## src/rtl/if_id_pkg.sv

```systemverilog
// Shared types and encoding constants for the LEGv8 fetch/decode stage.
package if_id_pkg;

  typedef enum logic [2:0] {
    CLS_R       = 3'd0,
    CLS_D_LOAD  = 3'd1,
    CLS_D_STORE = 3'd2,
    CLS_B       = 3'd3,
    CLS_CB_COND = 3'd4,
    CLS_CBZ     = 3'd5,
    CLS_INVALID = 3'd6
  } instr_class_t;

  // Full 11-bit opcodes
  localparam logic [10:0] OPC_ADD  = 11'b10001011000;
  localparam logic [10:0] OPC_SUB  = 11'b11001011000;
  localparam logic [10:0] OPC_AND  = 11'b10001010000;
  localparam logic [10:0] OPC_ORR  = 11'b10101010000;
  localparam logic [10:0] OPC_EOR  = 11'b11001010000;
  localparam logic [10:0] OPC_LDUR = 11'b11111000010;
  localparam logic [10:0] OPC_STUR = 11'b11111000000;

  // Short-prefix opcodes: B uses [31:26], CB forms use [31:24]
  localparam logic [5:0] OPC_B     = 6'b000101;
  localparam logic [7:0] OPC_BCOND = 8'b01010100;
  localparam logic [7:0] OPC_CBZ   = 8'b10110100;

  // Field positions within the instruction word
  localparam int OPC_MSB   = 31;
  localparam int OPC_LSB   = 21;
  localparam int B_MSB     = 31;
  localparam int B_LSB     = 26;
  localparam int CB_MSB    = 31;
  localparam int CB_LSB    = 24;
  localparam int RM_MSB    = 20;
  localparam int RM_LSB    = 16;
  localparam int RN_MSB    = 9;
  localparam int RN_LSB    = 5;
  localparam int RD_MSB    = 4;
  localparam int RD_LSB    = 0;
  localparam int COND_MSB  = 3;
  localparam int COND_LSB  = 0;
  localparam int IMM26_MSB = 25;
  localparam int IMM26_LSB = 0;
  localparam int IMM19_MSB = 23;
  localparam int IMM19_LSB = 5;
  localparam int IMM9_MSB  = 20;
  localparam int IMM9_LSB  = 12;

  function automatic logic is_r_opcode(input logic [10:0] opc);
    return (opc == OPC_ADD) || (opc == OPC_SUB) || (opc == OPC_AND) ||
           (opc == OPC_ORR) || (opc == OPC_EOR);
  endfunction

endpackage

```

## src/rtl/fetch_decode_stage_if.sv

```systemverilog
// Decode-register output bundle with valid/ready handshake.
interface fetch_decode_stage_if
  import if_id_pkg::*;
#(
  parameter int ADDR_W = 32
);
  logic              OutValid;
  logic              OutReady;
  logic [ADDR_W-1:0] OutPc;
  instr_class_t      OutClass;
  logic [10:0]       OutOpcode;
  logic [4:0]        Rd;
  logic [4:0]        Rn;
  logic [4:0]        Rm;
  logic [3:0]        OutCond;
  logic [ADDR_W-1:0] OutImm;
  logic              OutPredTaken;

  modport master (
    output OutValid, OutPc, OutClass, OutOpcode, Rd, Rn, Rm, OutCond, OutImm, OutPredTaken,
    input  OutReady
  );

  modport slave (
    input  OutValid, OutPc, OutClass, OutOpcode, Rd, Rn, Rm, OutCond, OutImm, OutPredTaken,
    output OutReady
  );
endinterface

```

## src/rtl/legv8_decoder.sv

```systemverilog
// Combinational LEGv8 decoder: class, register fields and sign-extended immediate.
module legv8_decoder
  import if_id_pkg::*;
#(
  parameter int ADDR_W = 32
) (
  input  logic [31:0]       i_instr,
  output instr_class_t      o_class,
  output logic [10:0]       o_opcode,
  output logic [4:0]        o_rd,
  output logic [4:0]        o_rn,
  output logic [4:0]        o_rm,
  output logic [3:0]        o_cond,
  output logic [ADDR_W-1:0] o_imm
);

  logic signed [27:0] w_b_off;
  logic signed [20:0] w_cb_off;
  logic signed [8:0]  w_d_off;

  assign o_opcode = i_instr[OPC_MSB:OPC_LSB];
  assign o_rd     = i_instr[RD_MSB:RD_LSB];
  assign o_rn     = i_instr[RN_MSB:RN_LSB];
  assign o_rm     = i_instr[RM_MSB:RM_LSB];
  assign o_cond   = i_instr[COND_MSB:COND_LSB];

  // Branch offsets are word counts, so shift before sign-extending to ADDR_W.
  assign w_b_off  = {i_instr[IMM26_MSB:IMM26_LSB], 2'b00};
  assign w_cb_off = {i_instr[IMM19_MSB:IMM19_LSB], 2'b00};
  assign w_d_off  = i_instr[IMM9_MSB:IMM9_LSB];

  // Classify the word; anything unrecognised is still passed on as INVALID.
  always_comb begin
    o_class = CLS_INVALID;
    if (is_r_opcode(o_opcode))                  o_class = CLS_R;
    else if (o_opcode == OPC_LDUR)              o_class = CLS_D_LOAD;
    else if (o_opcode == OPC_STUR)              o_class = CLS_D_STORE;
    else if (i_instr[B_MSB:B_LSB] == OPC_B)     o_class = CLS_B;
    else if (i_instr[CB_MSB:CB_LSB] == OPC_BCOND) o_class = CLS_CB_COND;
    else if (i_instr[CB_MSB:CB_LSB] == OPC_CBZ)   o_class = CLS_CBZ;
  end

  // Select the immediate for the class; R and INVALID carry zero.
  always_comb begin
    o_imm = '0;
    case (o_class)
      CLS_B:                  o_imm = ADDR_W'(w_b_off);
      CLS_CB_COND, CLS_CBZ:   o_imm = ADDR_W'(w_cb_off);
      CLS_D_LOAD, CLS_D_STORE: o_imm = ADDR_W'(w_d_off);
      default:                o_imm = '0;
    endcase
  end

endmodule

```

## src/rtl/fetch_decode_stage.sv

```systemverilog
// LEGv8 fetch + decode stage: owns the PC, drives a synchronous-read
// instruction memory and presents decoded instructions on a valid/ready register.
// Optional feature macro: STATIC_BRANCH_EN (predict unconditional B at fetch).
module fetch_decode_stage
  import if_id_pkg::*;
#(
  parameter int                ADDR_W   = 32,
  parameter logic [ADDR_W-1:0] RESET_PC = '0
) (
  input  logic                 Clock,
  input  logic                 Reset,
  output logic [ADDR_W-1:0]    ImemAddr,
  input  logic [31:0]          ImemData,
  input  logic                 Redirect,
  input  logic [ADDR_W-1:0]    RedirectPc,
  fetch_decode_stage_if.master out_if
);

  // Fetch state: r_fpc is the address whose word is on ImemData now.
  logic [ADDR_W-1:0] r_fpc;
  logic              r_fvalid;

  // Decode register
  logic              r_out_valid;
  logic [ADDR_W-1:0] r_out_pc;
  instr_class_t      r_out_class;
  logic [10:0]       r_out_opcode;
  logic [4:0]        r_rd;
  logic [4:0]        r_rn;
  logic [4:0]        r_rm;
  logic [3:0]        r_cond;
  logic [ADDR_W-1:0] r_imm;

  instr_class_t      w_class;
  logic [10:0]       w_opcode;
  logic [4:0]        w_rd;
  logic [4:0]        w_rn;
  logic [4:0]        w_rm;
  logic [3:0]        w_cond;
  logic [ADDR_W-1:0] w_imm;

  logic [ADDR_W-1:0] w_target;
  logic [ADDR_W-1:0] w_fetch_addr;
  logic              w_advance;
  logic              w_load;
  logic              w_unused_redirect_lsbs;

  legv8_decoder #(.ADDR_W(ADDR_W)) u_dec (
    .i_instr  (ImemData),
    .o_class  (w_class),
    .o_opcode (w_opcode),
    .o_rd     (w_rd),
    .o_rn     (w_rn),
    .o_rm     (w_rm),
    .o_cond   (w_cond),
    .o_imm    (w_imm)
  );

  // Redirect targets are forced word aligned.
  assign w_target  = {RedirectPc[ADDR_W-1:2], 2'b00};
  assign w_unused_redirect_lsbs = ^RedirectPc[1:0];
  assign w_advance = !r_out_valid || out_if.OutReady;

  // Next fetch address: redirect > refetch after reset > advance > stall re-read.
  always_comb begin
    w_fetch_addr = r_fpc;
    w_load       = 1'b0;
    if (Redirect) begin
      w_fetch_addr = w_target;
    end else if (!r_fvalid) begin
      w_fetch_addr = r_fpc;
    end else if (w_advance) begin
      w_load = 1'b1;
`ifdef STATIC_BRANCH_EN
      w_fetch_addr = (w_class == CLS_B) ? (r_fpc + w_imm) : (r_fpc + ADDR_W'(4));
`else
      w_fetch_addr = r_fpc + ADDR_W'(4);
`endif
    end
  end

  assign ImemAddr = w_fetch_addr;

  // Fetch PC tracks whatever address the memory registered this edge.
  always_ff @(posedge Clock or posedge Reset) begin
    if (Reset) begin
      r_fpc    <= RESET_PC;
      r_fvalid <= 1'b0;
    end else begin
      r_fvalid <= 1'b1;
      if (Redirect || w_load) r_fpc <= w_fetch_addr;
    end
  end

  // Decode register: flush on redirect, load on advance, otherwise hold.
  always_ff @(posedge Clock or posedge Reset) begin
    if (Reset) begin
      r_out_valid  <= 1'b0;
      r_out_pc     <= '0;
      r_out_class  <= CLS_INVALID;
      r_out_opcode <= '0;
      r_rd         <= '0;
      r_rn         <= '0;
      r_rm         <= '0;
      r_cond       <= '0;
      r_imm        <= '0;
    end else if (Redirect) begin
      r_out_valid <= 1'b0;
    end else if (w_load) begin
      r_out_valid  <= 1'b1;
      r_out_pc     <= r_fpc;
      r_out_class  <= w_class;
      r_out_opcode <= w_opcode;
      r_rd         <= w_rd;
      r_rn         <= w_rn;
      r_rm         <= w_rm;
      r_cond       <= w_cond;
      r_imm        <= w_imm;
    end
  end

`ifdef STATIC_BRANCH_EN
  logic r_pred;

  // Mark a B that fetch already followed, so execute does not redirect it.
  always_ff @(posedge Clock or posedge Reset) begin
    if (Reset) begin
      r_pred <= 1'b0;
    end else if (!Redirect && w_load) begin
      r_pred <= (w_class == CLS_B);
    end
  end

  assign out_if.OutPredTaken = r_pred;
`else
  assign out_if.OutPredTaken = 1'b0;
`endif

  assign out_if.OutValid  = r_out_valid;
  assign out_if.OutPc     = r_out_pc;
  assign out_if.OutClass  = r_out_class;
  assign out_if.OutOpcode = r_out_opcode;
  assign out_if.Rd        = r_rd;
  assign out_if.Rn        = r_rn;
  assign out_if.Rm        = r_rm;
  assign out_if.OutCond   = r_cond;
  assign out_if.OutImm    = r_imm;

endmodule
```

## src/flat_wrapper.sv

```systemverilog
// flat-port wrapper written by rule: the top's interface ports become plain ports
module fetch_decode_stage_flat import if_id_pkg::*;
#(
  parameter int                ADDR_W   = 32,
  parameter logic [ADDR_W-1:0] RESET_PC = '0
)
  (Clock, Reset, ImemAddr, ImemData, Redirect, RedirectPc, out_if_OutValid, out_if_OutPc, out_if_OutClass, out_if_OutOpcode, out_if_Rd, out_if_Rn, out_if_Rm, out_if_OutCond, out_if_OutImm, out_if_OutPredTaken, out_if_OutReady);
  fetch_decode_stage_if #(.ADDR_W(ADDR_W)) out_if_i ();
  input  logic Clock;
  input  logic Reset;
  output logic [ADDR_W-1:0] ImemAddr;
  input  logic [31:0] ImemData;
  input  logic Redirect;
  input  logic [ADDR_W-1:0] RedirectPc;
  output wire logic [$bits(out_if_i.OutValid)-1:0] out_if_OutValid;
  output wire logic [$bits(out_if_i.OutPc)-1:0] out_if_OutPc;
  output wire logic [$bits(out_if_i.OutClass)-1:0] out_if_OutClass;
  output wire logic [$bits(out_if_i.OutOpcode)-1:0] out_if_OutOpcode;
  output wire logic [$bits(out_if_i.Rd)-1:0] out_if_Rd;
  output wire logic [$bits(out_if_i.Rn)-1:0] out_if_Rn;
  output wire logic [$bits(out_if_i.Rm)-1:0] out_if_Rm;
  output wire logic [$bits(out_if_i.OutCond)-1:0] out_if_OutCond;
  output wire logic [$bits(out_if_i.OutImm)-1:0] out_if_OutImm;
  output wire logic [$bits(out_if_i.OutPredTaken)-1:0] out_if_OutPredTaken;
  input wire logic [$bits(out_if_i.OutReady)-1:0] out_if_OutReady;
  assign out_if_OutValid = out_if_i.OutValid;
  assign out_if_OutPc = out_if_i.OutPc;
  assign out_if_OutClass = out_if_i.OutClass;
  assign out_if_OutOpcode = out_if_i.OutOpcode;
  assign out_if_Rd = out_if_i.Rd;
  assign out_if_Rn = out_if_i.Rn;
  assign out_if_Rm = out_if_i.Rm;
  assign out_if_OutCond = out_if_i.OutCond;
  assign out_if_OutImm = out_if_i.OutImm;
  assign out_if_OutPredTaken = out_if_i.OutPredTaken;
  assign out_if_i.OutReady = out_if_OutReady;
  fetch_decode_stage #(.ADDR_W(ADDR_W), .RESET_PC(RESET_PC)) u_core (.Clock(Clock), .Reset(Reset), .ImemAddr(ImemAddr), .ImemData(ImemData), .Redirect(Redirect), .RedirectPc(RedirectPc), .out_if(out_if_i));
endmodule
```

## config.mk

```make
export PLATFORM = sky130hd
export DESIGN_NAME = fetch_decode_stage_flat
export DESIGN_NICKNAME = d
export VERILOG_FILES = /design/src/rtl/if_id_pkg.sv /design/src/rtl/fetch_decode_stage_if.sv /design/src/rtl/legv8_decoder.sv /design/src/rtl/fetch_decode_stage.sv /design/src/flat_wrapper.sv
export SDC_FILE = /design/constraint.sdc
export NUM_CORES = 1
export LEC_CHECK = 0
export ABC_CLOCK_PERIOD_IN_PS = 6250
export CAP_MARGIN = 5
export CORE_ASPECT_RATIO = 1.1
export CORE_UTILIZATION = 35
export DETAILED_ROUTE_END_ITERATION = 8
export HOLD_SLACK_MARGIN = 0.02
export SYNTH_ARGS = -nofsm -noshare
export SYNTH_HDL_FRONTEND = slang
export SYNTH_HIERARCHICAL = 1
export SYNTH_SLANG_ARGS = --single-unit
```

## constraint.sdc

```tcl
create_clock -name Clock -period 6.25 [get_ports Clock]
set_clock_uncertainty 0.1 [all_clocks]
set_input_delay 1.25 -clock Clock [delete_from_list [all_inputs] [get_ports Clock]]
set_output_delay 1.25 -clock Clock [all_outputs]
set_load 0.02 [all_outputs]
```

==> metrics.md <==
| Metric | Value |
|---|---|
| Reg-to-reg endpoint | `u_core/r_fpc[24]$_DFFE_PP0P_` |
| Worst reg-to-reg path cell count | `4` |
| Die width | `133.3 um` |
| Antenna diodes | `0` |
| Fmax | `186.3 MHz` |
| Crit share post-route | `0.8588` |
| Arrival time at the worst endpoint | `4.02 ns` |
| Detailed Route WL | `18.12 mm` |
| Routed vias/inst | `5.391` |
| Die ar. | `19530 um2` |
| Seq pwr share | `0.389` |
| Leading cell type in the layout, fill and taps excluded | `clkdlybuf4s50_1` |
| P_leak | `0.003755 uW` |
| Launch point of the worst reg-to-reg path | `u_core/r_fpc[10]$_DFFE_PP0P_` |
| Post-CTS setup buffers | `0` |
| Peak VDD IR | `0.1791 mV` |
| Largest net degree at the start of global routing | `59` |
| Synth cell types | `60` |
| Final Max Slew Viols | `0` |
| Placeable Area | `18480 um2` |
| Length of the first detailed-routing pass in iterations | `5` |
| CTS tree | `done` |
| Final min period | `5.368 ns` |
| Commonest non-fill, non-tap cells in the layout | `clkdlybuf4s50_1 (195), dfrtp_1 (129), mux2_2 (89)` |
| Initial antenna violation count | `0` |
| Sequential area share after synthesis | `0.4941` |
| Cts hold-fix bufs | `0` |
| Post-route ant nets | `0` |
| Residual DRC | `0` |
| Clock-pin slew on the worst setup and hold paths | `0.05 ns` |
| Port Buffer Count | `195` |
| Setup Total Neg Slack | `0 ns` |
| PostCTS Resize Cnt | `0` |
| Worst hold endpoint | `u_core/out_if.OutPc[5]$_DFFE_PP0P_` |
| Die extent in y | `146.5 um` |
| Syn_nets | `657` |
| Filler cells | `1618` |
| HPWL Detailed | `12.80 mm` |
| Post-synth EDFFs | `0` |
| Routed len/inst | `18.32 um` |
| Critical path class | `input port to output port` |
| Clock latency on the worst-skew pair | `0.41 ns` |
| DR vias | `5332` |
| GRT overflow | `0` |
| Starting DRT DRC Count | `261` |
| Htree depth | `4` |
| Power per standard cell area | `288.2 nW/um2` |
| Synthesized netlist cell count | `588` |
| Yosys Warn Count | `6` |
| Worst Setup Start Kind | `input port` |
| Ys async rst share | `1.000` |
| Net Sw Frac | `0.2717` |
| Int Pwr | `1909 uW` |
| Clock Sinks | `131` |
| Vias in the first global route | `5307` |
| Root Driver | `clkbuf_16` |
| Clock Path Buffers | `2` |
| Worst Path Required | `4.90 ns` |
| Rel. slew slack | `0.2768` |
| Number of synthesized register bits | `131` |
| First-pass GRT wire length | `28.75 mm` |
| Floorplan row count | `52` |
| Net Switching | `712.0 uW` |
| Final hold viol count | `0` |
| Critical Path Sink Type | `output port` |
| Synth Flop Type | `dfrtp_1` |
| Total GRT Usage | `0.1879` |
| Syn avg cell area | `11.29 um2` |
| Worst Tran Pin Value | `1.085 ns` |
| Final nets | `805` |
| # Max-Cap Violations | `0` |
| Initial Util | `0.3594` |
| Comb power frac | `0.227` |
| Hold path cells | `2` |
| GP Congestion | `0.8133` |
| Mapped Area | `6640 um2` |
| RSZ-0062 raised after global routing | `false` |
| Pwr Total | `2621 uW` |
| I/O pin count | `199` |
| Final setup fails | `0` |
| Crit-path max FO | `10` |
| Min-delay worst type | `register to register` |
| Layout cell share with drive strength beyond 1 | `0.1997` |
| Hold path start | `u_core/out_if.OutPc[5]$_DFFE_PP0P_` |
| Status | `complete, no violations` |
| Synth-to-Final Area Change | `36.95%` |
| Inserted Clock Buffers | `17` |
| Flop2flop setup slack | `3.61 ns` |
| Clock power frac | `0.384` |
## cells by family (layout without fill, tap and decap cells)
family          Yosys count  after routing  synth area share
other cells               2              2          0.001131
xor+xnor                  7              7          0.009233
buf+inv                  86            244           0.07801
compound gates          107            107            0.1198
simple gates            164            164            0.1434
mux                      90             90            0.1524
flops                   131            131            0.4941
fa+ha+maj                 1              1          0.001884
## power by group through the flow
stage                     Clock, uW  Combinational [uW]  Sequential, uW
final                          1010                 595            1020
after global routing           1060                 634            1030
after CTS                      1030                 601            1020
after detailed placement          0                 597            1030
after global placement            0                 594            1030
after floorplan                   0                 220            1120
## per-stage QoR
| stage | utilization | std cells | setup slack [ns] | cell area, um2 | hold WS (ns) |
|---|---|---|---|---|---|
| after global placement | 0.4601 | 960 | 0.8894 | 8502 | 0.3650 |
| after floorplan | - | 588 | 1.406 | 6640 | 0.3557 |
| after CTS | 0.4921 | 989 | 0.8535 | 9094 | 0.3857 |
| final | 0.4921 | 989 | 0.8823 | 9094 | 0.3768 |
| after detailed placement | 0.4601 | 960 | 0.8927 | 8502 | 0.3738 |
| after global routing | 0.4921 | 989 | 0.8102 | 9094 | 0.4095 |
## registers in the layout, summed over array words and instances, names as in the netlist
| name | cells |
|---|---|
| u_core/out_if.Rd | 5 |
| u_core/out_if.OutClass | 3 |
| u_core/out_if.OutImm | 32 |
| u_core/out_if.OutPc | 32 |
| u_core/out_if.OutOpcode | 11 |
| u_core/r_fvalid | 1 |
| u_core/out_if.OutCond | 4 |
| u_core/out_if.Rm | 5 |
| u_core/out_if.Rn | 5 |
| u_core/out_if.OutValid | 1 |
| u_core/r_fpc | 32 |
## layout make-up
cell class	instances	area [um2]	area share
multi-input cells	371	2854	0.3138
flip-flops and latches	131	3281	0.3608
inverters	11	43.79	0.004816
clock buffers	24	491.7	0.05407
repair buffers	204	2019	0.2221
clock inverters	5	100.1	0.01101
well taps	243	304.0	0.03343
## layer usage
layer	wire length [um]	up-vias	global-route usage	share of wire
met5	0	-	0	0
met4	237	0	0.05568	0.013
met3	1213	20	0.05486	0.067
met2	8557	196	0.3026	0.47
met1	8112	2656	0.2433	0.45
li1	-	2460	-	-
## worst max-delay path, stage by stage
cell	delay [ns]
clkdlybuf4s50_1	0.50
nor2b_1	0.11
or4_1	0.74
or4_1	0.57
a31oi_1	0.22
clkdlybuf4s50_1	0.63
## worst max-delay path by stage
stage / cells after the start / endpoint / start / slack, ns
floorplan: 1 / u_core/out_if.OutClass[0]$_DFFE_PP0P_ / Reset / 1.41
global placement: 6 / ImemAddr[22] / out_if_OutReady / 0.89
detailed placement: 6 / ImemAddr[22] / out_if_OutReady / 0.89
CTS: 6 / ImemAddr[22] / out_if_OutReady / 0.85
global route: 7 / ImemAddr[27] / out_if_OutReady / 0.81
finish: 6 / ImemAddr[22] / out_if_OutReady / 0.88
## synthesized netlist by cell type (all sizes together), types with 2 or more instances
master | n | area share
a22oi | 2 | 0.0023
conb | 2 | 0.0011
a221o | 27 | 0.041
nor4b | 3 | 0.0049
xnor2 | 4 | 0.0053
and2 | 8 | 0.0077
a21oi | 2 | 0.0015
a32o | 2 | 0.0030
o21ai | 24 | 0.018
nor2 | 21 | 0.012
and4 | 5 | 0.0066
mux2 | 89 | 0.15
clkbuf | 16 | 0.0090
xor2 | 3 | 0.0040
nand2 | 33 | 0.019
nand3 | 24 | 0.018
o31ai | 13 | 0.015
or3 | 4 | 0.0038
o211ai | 3 | 0.0034
a31oi | 24 | 0.023
nor4 | 3 | 0.0028
inv | 10 | 0.0057
nor2b | 8 | 0.0075
buf | 59 | 0.063
nand4 | 13 | 0.013
dfstp | 2 | 0.0079
and3 | 9 | 0.0098
nor3 | 6 | 0.0045
dfrtp | 129 | 0.49
o311ai | 2 | 0.0026
or4 | 15 | 0.019
nor3b | 4 | 0.0045
or3b | 2 | 0.0026
(Power assumes the default switching activity.)
